[src/rtl/bcd_tc_decoder_pkg.sv]
// Shared constants and FSM state type for the ten's-complement BCD decoder.
package bcd_tc_decoder_pkg;
    localparam int NUM_DIGITS = 7;
    localparam int DIGIT_W    = 4;
    localparam int WORD_W     = NUM_DIGITS * DIGIT_W;
    localparam int IDX_W      = 3;

    typedef enum logic [1:0] {
        IDLE = 2'd0,
        CONV = 2'd1,
        DONE = 2'd2
    } state_t;

    function automatic logic digit_invalid(input logic [DIGIT_W-1:0] d);
        return (d > 4'd9);
    endfunction
endpackage

[src/rtl/bcd_tc_decoder_digit_comp.sv]
// Single-digit combinational unit: copies, ten's-complements or nine's-complements
// one BCD digit depending on sign and whether all lower digits were zero.
module bcd_digit_comp
    import bcd_tc_decoder_pkg::*;
(
    input  logic [DIGIT_W-1:0] digit,
    input  logic               negate,
    input  logic               zero_run,
    output logic [DIGIT_W-1:0] out_digit,
    output logic               zero_run_next,
    output logic               digit_err
);

    // Per-digit conversion rule
    always_comb begin
        out_digit     = 4'd0;
        zero_run_next = zero_run;
        digit_err     = 1'b0;
        if (digit_invalid(digit)) begin
            out_digit     = 4'd0;
            zero_run_next = 1'b0;
            digit_err     = 1'b1;
        end else if (!negate) begin
            out_digit     = digit;
            zero_run_next = zero_run;
        end else if (zero_run) begin
            if (digit == 4'd0) begin
                out_digit     = 4'd0;
                zero_run_next = 1'b1;
            end else begin
                out_digit     = 4'd10 - digit;
                zero_run_next = 1'b0;
            end
        end else begin
            out_digit     = 4'd9 - digit;
            zero_run_next = 1'b0;
        end
    end

endmodule

[src/rtl/bcd_tc_decoder.sv]
// Converts a 7-digit ten's-complement BCD subtraction result into sign/magnitude,
// one digit per cycle, LSD first, with a valid/ready handshake on each side.
module bcd_tc_decoder
    import bcd_tc_decoder_pkg::*;
(
    input  logic              clk,
    input  logic              rst,
    input  logic              in_valid,
    output logic              in_ready,
    input  logic [WORD_W-1:0] operand,
    input  logic              carry_in,
    output logic              out_valid,
    input  logic              out_ready,
    output logic [WORD_W-1:0] magnitude,
    output logic              sign,
    output logic              bcd_err
);

    state_t              state_r, state_next_s;
    logic [IDX_W-1:0]    idx_r;
    logic [WORD_W-1:0]   opnd_r;
    logic [WORD_W-1:0]   res_r;
    logic                neg_r;
    logic                zrun_r;
    logic                err_r;
    logic                sign_r;
    logic [DIGIT_W-1:0]  dig_out_s;
    logic                zrun_next_s;
    logic                dig_err_s;
    logic                last_digit_s;
    logic [WORD_W-1:0]   res_next_s;

    bcd_digit_comp u_digit (
        .digit         (opnd_r[DIGIT_W-1:0]),
        .negate        (neg_r),
        .zero_run      (zrun_r),
        .out_digit     (dig_out_s),
        .zero_run_next (zrun_next_s),
        .digit_err     (dig_err_s)
    );

    assign last_digit_s = (idx_r == IDX_W'(NUM_DIGITS - 1));
    // Result fills from the top so the LSD lands at bits [3:0] after the last shift.
    assign res_next_s   = {dig_out_s, res_r[WORD_W-1:DIGIT_W]};

    assign in_ready  = (state_r == IDLE);
    assign out_valid = (state_r == DONE);
    assign magnitude = res_r;
    assign sign      = sign_r;
    assign bcd_err   = err_r;

    // State register
    always_ff @(posedge clk) begin
        if (rst) begin
            state_r <= IDLE;
        end else begin
            state_r <= state_next_s;
        end
    end

    // Next-state logic
    always_comb begin
        state_next_s = state_r;
        case (state_r)
            IDLE: begin
                if (in_valid) state_next_s = CONV;
                else          state_next_s = IDLE;
            end
            CONV: begin
                if (last_digit_s) state_next_s = DONE;
                else              state_next_s = CONV;
            end
            DONE: begin
                if (out_ready) state_next_s = IDLE;
                else           state_next_s = DONE;
            end
            default: state_next_s = IDLE;
        endcase
    end

    // Operand/result shift registers and per-transaction flags
    always_ff @(posedge clk) begin
        if (rst) begin
            idx_r  <= '0;
            opnd_r <= '0;
            res_r  <= '0;
            neg_r  <= 1'b0;
            zrun_r <= 1'b0;
            err_r  <= 1'b0;
            sign_r <= 1'b0;
        end else begin
            case (state_r)
                IDLE: begin
                    if (in_valid) begin
                        idx_r  <= '0;
                        opnd_r <= operand;
                        res_r  <= '0;
                        neg_r  <= ~carry_in;
                        zrun_r <= 1'b1;
                        err_r  <= 1'b0;
                        sign_r <= 1'b0;
                    end
                end
                CONV: begin
                    idx_r  <= idx_r + 3'd1;
                    opnd_r <= opnd_r >> DIGIT_W;
                    res_r  <= res_next_s;
                    zrun_r <= zrun_next_s;
                    err_r  <= err_r | dig_err_s;
                    // No negative zero: sign only survives a non-zero magnitude.
                    if (last_digit_s) sign_r <= neg_r & (res_next_s != '0);
                end
                DONE: begin
                    idx_r <= idx_r;
                end
                default: begin
                    idx_r <= '0;
                end
            endcase
        end
    end

endmodule

[config.mk]
export PLATFORM = sky130hd
export DESIGN_NAME = bcd_tc_decoder
export DESIGN_NICKNAME = d
export VERILOG_FILES = /design/src/rtl/bcd_tc_decoder_pkg.sv /design/src/rtl/bcd_tc_decoder_digit_comp.sv /design/src/rtl/bcd_tc_decoder.sv
export SDC_FILE = /design/constraint.sdc
export NUM_CORES = 1
export LEC_CHECK = 0
export BUFFER_PORTS_ARGS = -buffer_cell sky130_fd_sc_hd__clkbuf_2
export CAP_MARGIN = 40
export CORE_ASPECT_RATIO = 1.2
export CORE_MARGIN = 5
export CORE_UTILIZATION = 46
export CTS_CLUSTER_SIZE = 14
export DETAILED_ROUTE_END_ITERATION = 8
export PLACE_DENSITY = 0.74
export SYNTH_ARGS = -nofsm -noshare
export SYNTH_HDL_FRONTEND = slang
export SYNTH_HIERARCHICAL = 1
export SYNTH_SLANG_ARGS = --single-unit
[constraint.sdc]
create_clock -name clk -period 5.4 [get_ports clk]
set_input_delay 1.08 -clock clk [delete_from_list [all_inputs] [get_ports clk]]
set_output_delay 1.08 -clock clk [all_outputs]
set_load 0.05 [all_outputs]
### Word level (Yosys, flattened, before mapping)

Cells that the tools add are included.
W data, S select, Z words.

* flip-flop bits (word level): 65
* bits in latches: 0
* RAM bits: 0
* memory bits (read-only): 0
* input bits: 33
* output and inout port bits: 32
* logic and storage cells: 56
* memories kept: 0

* $add $sub $neg: 3
* multipliers: 0
* divide/modulo/power cells: 0
* $lt $le $gt $ge: 1
* equal/unequal tests: 6
* shift operators: 0
* muxes and demuxes: 25
* bitwise gates (word level): 4
* reductions and logical operators: 9

Operators with widths (count)
* $pmux W28 S2: 2
* $mux W28: 2
* $reduce_bool A28 Y1: 1
* $mux W4: 4
* $mux W1: 9
* $pmux W3 S3: 1
* $sub A4 B4 Y4 const A: 2
* $pmux W1 S2: 3
* $pmux W2 S3: 1
* $reduce_and A2 Y1: 3
* $reduce_and A3 Y1: 2
* $gt A4 B4 Y1 const B: 1
* $logic_not A4 Y1: 1
* $mux W2: 2
* $ne A2 B2 Y1 const B: 2
* $add A3 B1 Y3 const B: 1
* $eq A3 B3 Y1 const B: 1
* $mux W3: 1
* $ne A3 B2 Y1 const B: 1
* $eq A2 B1 Y1 const B: 1
* $eq A2 B2 Y1 const B: 1
* $logic_not A2 Y1: 1
* $not A1 Y1: 2
* $reduce_bool A2 Y1: 1
* other kinds (2): 2

### Logic depth before layout (Yosys ltp)

Gate-level depths: netlist (run 1).

* word-level depth: 9
* mapped depth: 9
* gate-level depth less buffers: 9

### Cells and area by module

The synthesis (run 1) kept the hierarchy.

By module, submodules not included
* bcd_tc_decoder: instances 1, cells each 303, area each 2561.2 sq um, seq. area each 1301.2 sq um
* bcd_digit_comp: instances 1, cells each 31, area each 239.0 sq um, seq. area each 0.0 sq um

### Worst setup path after synthesis (run 1)

No wires, ideal clock.

* kind: reg2out
* from: register state_r[1]
* to: output out_valid
* arrival: 1187 ps
* data required time: 4320 ps
* setup slack: 3133 ps
* cell stages (with the launch flop): 3
* path buffers: 0
* path through: dfxtp_1 > inv_1 > nor2_1

* word-level cells in the longest chain between the ends: 1

RTL lines
* from (decl): RTL line bcd_tc_decoder.sv:19 `state_t state_r, state_next_s;`
* from (signal assigned): RTL line bcd_tc_decoder.sv:57 `state_r <= state_next_s;`
* $eq A2 B2 Y1: RTL line bcd_tc_decoder.sv:47 `assign out_valid = (state_r == DONE);`
* to (decl): RTL line bcd_tc_decoder.sv:12 `output logic out_valid,`

Every way passes these cells.

### Final worst setup path (run 1)

Same ends and word-level chain as after synthesis.

==> flow_summary.json, run 1 <==
{
  "status": "complete, no violations",
  "ys_seq_area_frac": 0.465,
  "ant_nets": 0,
  "fmax_ghz": 0.400,
  "drv_slew": 0,
  "synth_top_cell_by_area": "dfxtp_1",
  "clk_pin_slew_worst_paths_ns": 0.07,
  "critPathTopFamily": "flip-flops",
  "synthesis.nets": 373,
  "switchingPower_uw": 301,
  "drv_cap": 0,
  "p_per_area_nw_per_um2": 319,
  "syn_area_um2": 2800,
  "critPathKind": "reg2out",
  "p_leak_nw": 1.43,
  "internal-power_uw": 768,
  "cts_tree": "done",
  "nNetsFinal": 426,
  "yosysWarnings": 6,
  "tightest_slew_ns": 0.669,
  "endpoint_kind": "output port",
  "ys_seq_elements": 65,
  "drc": 0,
  "place.gp.congestion": 0.778,
  "critPathBufInv": 2,
  "drt_first_pass_iters": 4,
  "antenna_found_initial": 0,
  "p_sw_frac": 0.282,
  "worst_clock_skew_ns": 0.00648,
  "drive_above_1_share": 0.227,
  "clock_path_buffers": 2,
  "core_um2": 5970,
  "required_ns": 4.32,
  "final_cells": 474,
  "synth_most_common_cell": "nor2_1",
  "gr-usage-all-layers": 0.183,
  "hold_buffers": 0,
  "worstPathArrival_ns": 1.42,
  "areaGrowthSynthToFinish_pct": 19.6,
  "ys.flop_type": "dfxtp_1",
  "maxSlewHeadroom": 0.553,
  "yosys-top-cells-count": "72 x nor2_1, 65 x dfxtp_1, 49 x nand2_1",
  "min_period_ns": 2.50,
  "placed_area_um2": 3150,
  "numClockSinks": 65,
  "dp_hpwl_mm": 4.45,
  "grt_overflow": 0,
  "wl_per_cell_um": 13.9,
  "path_cells": "inv_1 -> nor2_1 -> clkbuf_2",
  "vias": 2572,
  "cts_resized": 0,
  "die_w_um": 81.2,
  "portBuffers": 64,
  "netlist_instances": 334,
  "ir_drop_uv": 180,
  "grt_pass1_vias": 2431,
  "fin_setup_tns_ns": 0,
  "clock_latency_ns": 0.33,
  "setup_violations": 0,
  "antenna_cells": 0,
  "io_pins": 65,
  "synth_cell_types": 37,
  "crit_path_start_kind": "flop",
  "dp.cells": 458,
  "timing.hold.ws_ns": 0.475,
  "synthArstFlopShare": 0,
  "synth_edf_count": 0,
  "syn_avg_cell_area_um2": 8.38,
  "cts_root_buffer": "clkbuf_8",
  "post_cts_buffers": 0,
  "num_rows": 31,
  "vias_per_cell": 5.43,
  "initial_core_util": 0.469,
  "drt_iter0_drc": 163,
  "cp_slowest_cell": "dfxtp_1",
  "pwr-share-seq": 0.488,
  "rsz0062_at_grt": "no",
  "grt_pass1_wl_mm": 11.1,
  "cpPeakStageDelay_ns": 0.53,
  "die_h_um": 95.5,
  "finalHoldViolCount": 0,
  "finalCritPeriodShare": 0.463,
  "synthTopCellsByArea": "dfxtp_1 46%, nor2_1 9.7%, a22oi_1 8.8%, a311oi_1 7.5%, nand2_1 6.6%",
  "synth_top_area_share": 0.465,
  "wl_mm": 6.59,
  "cts_made_buffers": 9,
  "critPathMaxFanout": 8,
  "htree_levels": 3,
  "hp-class": "reg2reg",
  "grt_max_degree": 67,
  "dieArea_um2": 7750,
  "clkPwrFrac": 0.391,
  "design_area_um2": 3350,
  "p_comb_frac": 0.121
}
==> cell usage in the layout (no fill, tap or decap), types with 4 or more instances in the layout <==
cell	synthesis	layout
ha_1	6	6
a22oi_1	33	33
clkbuf_2	0	64
a311oi_1	24	24
nor2_1	72	72
inv_1	8	8
nand3_1	4	4
dfxtp_1	65	65
nor4_1	7	7
clkbuf_8	0	9
nand2_1	49	49
o21ai_0	5	5
a21oi_1	6	6
==> worst register-to-register path, stage by stage, from the launching register on <==
cell      delay (ns)
dfxtp_1         0.44
inv_1           0.12
ha_1            0.23
nor3b_1         0.16
a31o_1          0.25
a311oi_2        0.29
nor4_1          0.09
nand3_1         0.10
nor2_1          0.07
o41ai_1         0.27
==> power by group through the flow <==
stage / logic (mW) / registers (mW) / clock network, mW
2_1_floorplan: 0.0957 / 0.531 / 0
6_report: 0.130 / 0.522 / 0.418
4_1_cts: 0.131 / 0.521 / 0.428
5_1_grt: 0.147 / 0.524 / 0.447
3_5_place_dp: 0.129 / 0.532 / 0
3_3_place_gp: 0.122 / 0.531 / 0
==> stage by stage <==
step,util,setup slack (ns),power (mW)
after floorplan,-,3.13,0.627
after global placement,0.520,3.24,0.653
after CTS,0.561,2.87,1.08
after detailed placement,0.527,3.20,0.662
after global routing,0.561,2.77,1.12
final,0.561,2.90,1.07
==> cells by family after synthesis <==
| group | share of synthesized area |
|---|---|
| flops | 0.465 |
| buf+inv | 0.0639 |
| mux | 0.00357 |
| xor+xnor | 0.00626 |
| simple gates | 0.216 |
| fa+ha+maj | 0.0268 |
| compound gates | 0.218 |
==> flip-flops by register name (all words and copies together), names as in the netlist <==
| signal | flops |
|---|---|
| magnitude | 28 |
| sign | 1 |
| state_r | 2 |
| idx_r | 3 |
| zrun_r | 1 |
| neg_r | 1 |
| opnd_r | 28 |
| bcd_err | 1 |
==> final timing paths <==
path,startpoint,endpoint,slack [ns],cells past startpoint
hold reg to reg,opnd_r[8],opnd_r[4],0.48,2
hold / removal,opnd_r[8],opnd_r[4],0.48,2
setup / recovery,state_r[1],out_valid,2.90,3
setup reg to reg,opnd_r[1],sign,3.29,9
==> layer usage <==
| metal | GRT usage | share of wire |
|---|---|---|
| met2 | 0.308 | 0.50 |
| met3 | 0.0454 | 0.054 |
| met5 | 0 | 0 |
| met4 | 0.0831 | 0.018 |
| met1 | 0.218 | 0.43 |
==> final cells by class <==
class / instances / area [um^2]
clock inverters: 7 / 78.8
repair buffers: 69 / 385
fillers: 615 / 2620
multi-input cells: 234 / 1330
clock buffers: 9 / 124
inverters: 8 / 30.0
flip-flops and latches: 65 / 1300
well taps: 82 / 103
No activity file was read; power rests on OpenSTA's default activity.
==> run 2, diff against run 1 <==
Clock period 5.4 ns to 2.5 ns, I/O delays scaled along.
==> run 2 against run 1 <==
  * Die area is the same
  * Sequential power increased by 110%
  * Flip-flop and latch count is the same
  * Non-clock buffer count grew 2
  * Combinational power grew 110%
  * Critical path type is now reg2reg
  * Highest routed layer unchanged
==> flow_summary.json, run 2 (synthesis results as in run 1) <==
{
  "status": "complete, no violations",
  "preCtsSetupSlack_ns": 0.505,
  "switchingPower_uw": 633,
  "crit_path_start_kind": "flop",
  "fin_setup_tns_ns": 0,
  "tightest_slew_ns": 0.677,
  "io_pins": 65,
  "critPathMaxFanout": 6,
  "multi_input_area_um2": 1330,
  "htree_levels": 3,
  "setup_ws_ns": 0.492,
  "cts_tree": "done",
  "wl_per_cell_um": 14.0,
  "post_cts_buffers": 0,
  "critPathKind": "reg2reg",
  "grt_overflow": 0,
  "portBuffers": 64,
  "power.total_mw": 2.48,
  "cpPeakStageDelay_ns": 0.42,
  "ant_nets": 0,
  "cts_made_buffers": 9,
  "p_sw_frac": 0.255,
  "numClockSinks": 65,
  "drv_slew": 0,
  "p_comb_frac": 0.112,
  "num_rows": 31,
  "hold_buffers": 0,
  "fmax_ghz": 0.498,
  "grt_pass1_wl_mm": 11.2,
  "endpoint_kind": "flop",
  "die_h_um": 95.5,
  "finalCritPeriodShare": 0.803,
  "grt_max_degree": 51,
  "antenna_found_initial": 0,
  "p_per_area_nw_per_um2": 733,
  "worstPathArrival_ns": 2.25,
  "finalHoldViolCount": 0,
  "core_um2": 5970,
  "p_leak_nw": 1.46,
  "drc": 0,
  "dp_hpwl_mm": 4.69,
  "maxSlewHeadroom": 0.545,
  "vias": 2583,
  "drv_cap": 0,
  "vias_per_cell": 5.43,
  "grt_pass1_vias": 2460,
  "regArea_um2": 1300,
  "die_w_um": 81.2,
  "wl_mm": 6.68,
  "cp_slowest_cell": "dfxtp_1",
  "setup_violations": 0,
  "clock_latency_ns": 0.34,
  "antenna_cells": 0,
  "nNetsFinal": 428,
  "drive_above_1_share": 0.231,
  "worst_clock_skew_ns": 0.00666,
  "dieArea_um2": 7750,
  "clkPwrFrac": 0.436,
  "clk_pin_slew_worst_paths_ns": 0.08,
  "initial_core_util": 0.469,
  "internal-power_mw": 1.85,
  "ir_drop_uv": 385,
  "min_period_ns": 2.01,
  "pwr-share-seq": 0.453,
  "required_ns": 2.75,
  "dp.cells": 460,
  "timing.hold.ws_ns": 0.327,
  "fillCellCount": 585,
  "drt_first_pass_iters": 4,
  "gr-usage-all-layers": 0.186,
  "layout_commonest_cell": "nor2_1",
  "final_cells": 476,
  "layout_common_cells": "72 x nor2_1, 65 x dfxtp_1, 64 x clkbuf_2",
  "clock_path_buffers": 2,
  "place.gp.congestion": 0.811,
  "cts_root_buffer": "clkbuf_8",
  "drt_iter0_drc": 183,
  "path_cells": "inv_1 -> ha_1 -> nor3b_1 -> a31o_1 -> a311oi_2 -> nor4_1 -> nand3_1 -> nor2_1 -> o41ai_1",
  "hp-class": "in2reg",
  "rsz0062_at_grt": "no",
  "areaGrowthSynthToFinish_pct": 21.0,
  "cts_resized": 0
}
-- run 2: cell count changes in the layout (fill, tap and decap cells not counted) --
cell	delta
buf_4	+3
buf_8	-1
buf_12	+1
clkinvlp_4	-1
bufinv_16	+2
clkinv_2	+1
buf_16	-1
inv_6	-2
-- run 2: cell type report --
cell class	count	share of cell area
multi-input cells	234	0.392
flip-flops and latches	65	0.384
repair buffers	71	0.114
clock buffers	9	0.0365
clock inverters	7	0.0351
well taps	82	0.0303
inverters	8	0.00886
-- run 2: layer usage --
| layer | part of all wire | global-route usage | wire, um | up-vias |
|---|---|---|---|---|
| li1 | - | - | - | 1292 |
| met1 | 0.42 | 0.218 | 2810 | 1200 |
| met2 | 0.49 | 0.309 | 3300 | 80 |
| met3 | 0.065 | 0.0567 | 434 | 11 |
| met4 | 0.020 | 0.0817 | 136 | 0 |
| met5 | 0 | 0 | 0 | - |
-- run 2: final timing paths --
check,to,depth (start not counted),slack (ns),start
hold reg to reg,opnd_r[8],2,0.48,opnd_r[12]
setup reg to reg,sign,9,0.49,opnd_r[1]
setup / recovery,sign,9,0.49,opnd_r[1]
hold / removal,neg_r,2,0.33,carry_in
-- run 2: stage by stage --
stage,util,cell area (um^2)
6_report,0.567,3390
3_5_place_dp,0.527,3150
5_1_grt,0.567,3390
4_1_cts,0.567,3390
2_1_floorplan,-,2800
3_3_place_gp,0.527,3150
-- run 2: power by group through the flow --
stage	logic, mW	clock network [mW]	registers [mW]
after CTS	0.279	1.11	1.12
after global routing	0.312	1.15	1.13
after detailed placement	0.278	0	1.15
after floorplan	0.207	0	1.15
final	0.278	1.08	1.12
after global placement	0.273	0	1.15
-- run 2: worst max-delay path, delay by kind of cell, from the launching register on --
family | cells | cell delay [ns]
buffers and inverters | 1 | 0.11
AND/OR/NAND/NOR | 4 | 0.36
AO/OA/AOI/OAI | 3 | 0.80
adder cells (fa/ha/maj) | 1 | 0.22
flip-flops | 1 | 0.42
==> run 3, diff against run 2 <==
Settings changed: PLACE_DENSITY 0.74 to 0.77.
Clock period 2.5 ns to 1.8 ns, I/O delays scaled along.
==> run 3 against run 2 <==
  * The run now ends with negative setup slack left
  * Sequential power up 39%
  * Global-route usage fell by 0.26 points
  * Critical endpoint unchanged
  * Critical path type unchanged
  * Highest routed layer unchanged
  * Critical path depth stayed put
  * Routed wire length down 0.46%
==> flow_summary.json, run 3 (synthesis results as in run 1) <==
{
  "regArea_um2": 1310,
  "gr-usage-all-layers": 0.183,
  "finalHoldViolCount": 0,
  "min-delay-start": "carry_in",
  "io_pins": 65,
  "antenna_cells": 0,
  "clkPwrFrac": 0.426,
  "drv_cap": 0,
  "dieArea_um2": 7750,
  "nNetsFinal": 437,
  "clock_latency_ns": 0.34,
  "cts_root_buffer": "clkbuf_8",
  "ff2ff_setup_slack_ns": -0.007,
  "fin_setup_tns_ns": -0.00655,
  "multi_input_area_um2": 1380,
  "layout_commonest_cell": "nor2_1",
  "wl_per_cell_um": 13.7,
  "portBuffers": 64,
  "htree_levels": 3,
  "initial_core_util": 0.469,
  "cts_tree": "done",
  "clock_path_buffers": 2,
  "rr_startpoint": "opnd_r[1]",
  "drc": 0,
  "dp.cells": 468,
  "cp-endpoint": "sign",
  "p_comb_frac": 0.131,
  "fmax_ghz": 0.554,
  "die_w_um": 81.2,
  "p_leak_nw": 1.53,
  "drt_iter0_drc": 106,
  "vias": 2601,
  "worstPathArrival_ns": 2.01,
  "place.gp.congestion": 0.836,
  "worst_clock_skew_ns": 0.00656,
  "timing.hold.ws_ns": 0.209,
  "drv_slew": 0,
  "status": "finished, violations left",
  "critPathMaxFanout": 4,
  "grt_pass1_wl_mm": 11.0,
  "p_sw_frac": 0.245,
  "dp_hpwl_mm": 4.66,
  "drt_first_pass_iters": 5,
  "numClockSinks": 65,
  "die_h_um": 95.5,
  "final_cells": 485,
  "p_per_area_nw_per_um2": 990,
  "finalCritPeriodShare": 1.00,
  "layout_common_cells": "71 x nor2_1, 64 x clkbuf_2, 60 x dfxtp_1",
  "grt_overflow": 0,
  "pwr-share-seq": 0.443,
  "grt_pass1_vias": 2472,
  "areaGrowthSynthToFinish_pct": 27.1,
  "rr_worst_depth": 9,
  "required_ns": 2.00,
  "preCtsSetupSlack_ns": -0.0820,
  "fillCellCount": 548,
  "antenna_found_initial": 0,
  "wl_mm": 6.65,
  "setup_violations": 1,
  "tightest_slew_ns": 0.582,
  "ir_drop_uv": 763,
  "drive_above_1_share": 0.278,
  "placed_area_um2": 3250,
  "r2r-end": "sign",
  "rsz0062_at_grt": "yes",
  "num_rows": 31,
  "critPathKind": "reg2reg",
  "worstHoldPathCells": 2,
  "crit_start": "opnd_r[1]",
  "maxSlewHeadroom": 0.612,
  "endpoint_kind": "flop",
  "hp-class": "in2reg",
  "core_um2": 5970,
  "switchingPower_uw": 862,
  "vias_per_cell": 5.36,
  "setup_ws_ns": -0.00655,
  "cts_made_buffers": 9,
  "grt_max_degree": 53,
  "min_period_ns": 1.81,
  "ant_nets": 0,
  "crit_path_start_kind": "flop",
  "violations": "negative setup slack",
  "design_area_um2": 3560,
  "clk_pin_slew_worst_paths_ns": 0.07,
  "internal-power_mw": 2.66
}
run 3: repair_timing:
action                     CTS  global route
hold buffers                 0             0
resized for setup            5            13
setup endpoints to repair    2             1
buffers inserted             1             0
pin swaps                    4             7
cloned                       0             0
run 3: worst min path at each step:
stage	to	slack [ns]
after detailed placement	opnd_r[0]	0.47
after floorplan	opnd_r[0]	0.45
after CTS	neg_r	0.20
after global placement	opnd_r[10]	0.46
final	neg_r	0.21
after global routing	neg_r	0.19
run 3: power groups by stage:
stage / Combinational, mW / Clock [mW] / Sequential [mW]
5_1_grt: 0.514 / 1.60 / 1.57
6_report: 0.463 / 1.50 / 1.56
3_5_place_dp: 0.431 / 0 / 1.59
2_1_floorplan: 0.287 / 0 / 1.59
4_1_cts: 0.441 / 1.53 / 1.56
3_3_place_gp: 0.421 / 0 / 1.59
run 3: area by class of cell:
cell class                      instances  share of cell area
Multi-Input combinational cell        234               0.387
Clock inverter                          5              0.0288
Inverter                                8             0.00984
Sequential cell                        65               0.368
Tap cell                               82              0.0288
Timing Repair Buffer                   80               0.138
Clock buffer                           11              0.0397
run 3: routing by layer:
metal,global-route usage,share of wire
met1,0.208,0.41
met2,0.312,0.51
met3,0.0425,0.055
met4,0.104,0.023
met5,0,0
run 3: through the flow:
stage	power [mW]	util
floorplan	1.88	-
global placement	2.01	0.544
detailed placement	2.02	0.544
global route	3.68	0.596
CTS	3.53	0.587
finish	3.52	0.596
run 3: worst max-delay path, cell delays in order (launching register included):
cell     delay [ns]
dfxtp_4        0.38
inv_6          0.05
ha_4           0.23
o21ai_2        0.11
nor2_1         0.06
o22a_1         0.22
nor4_1         0.26
nand3_1        0.13
nor2_2         0.15
o41ai_2        0.09
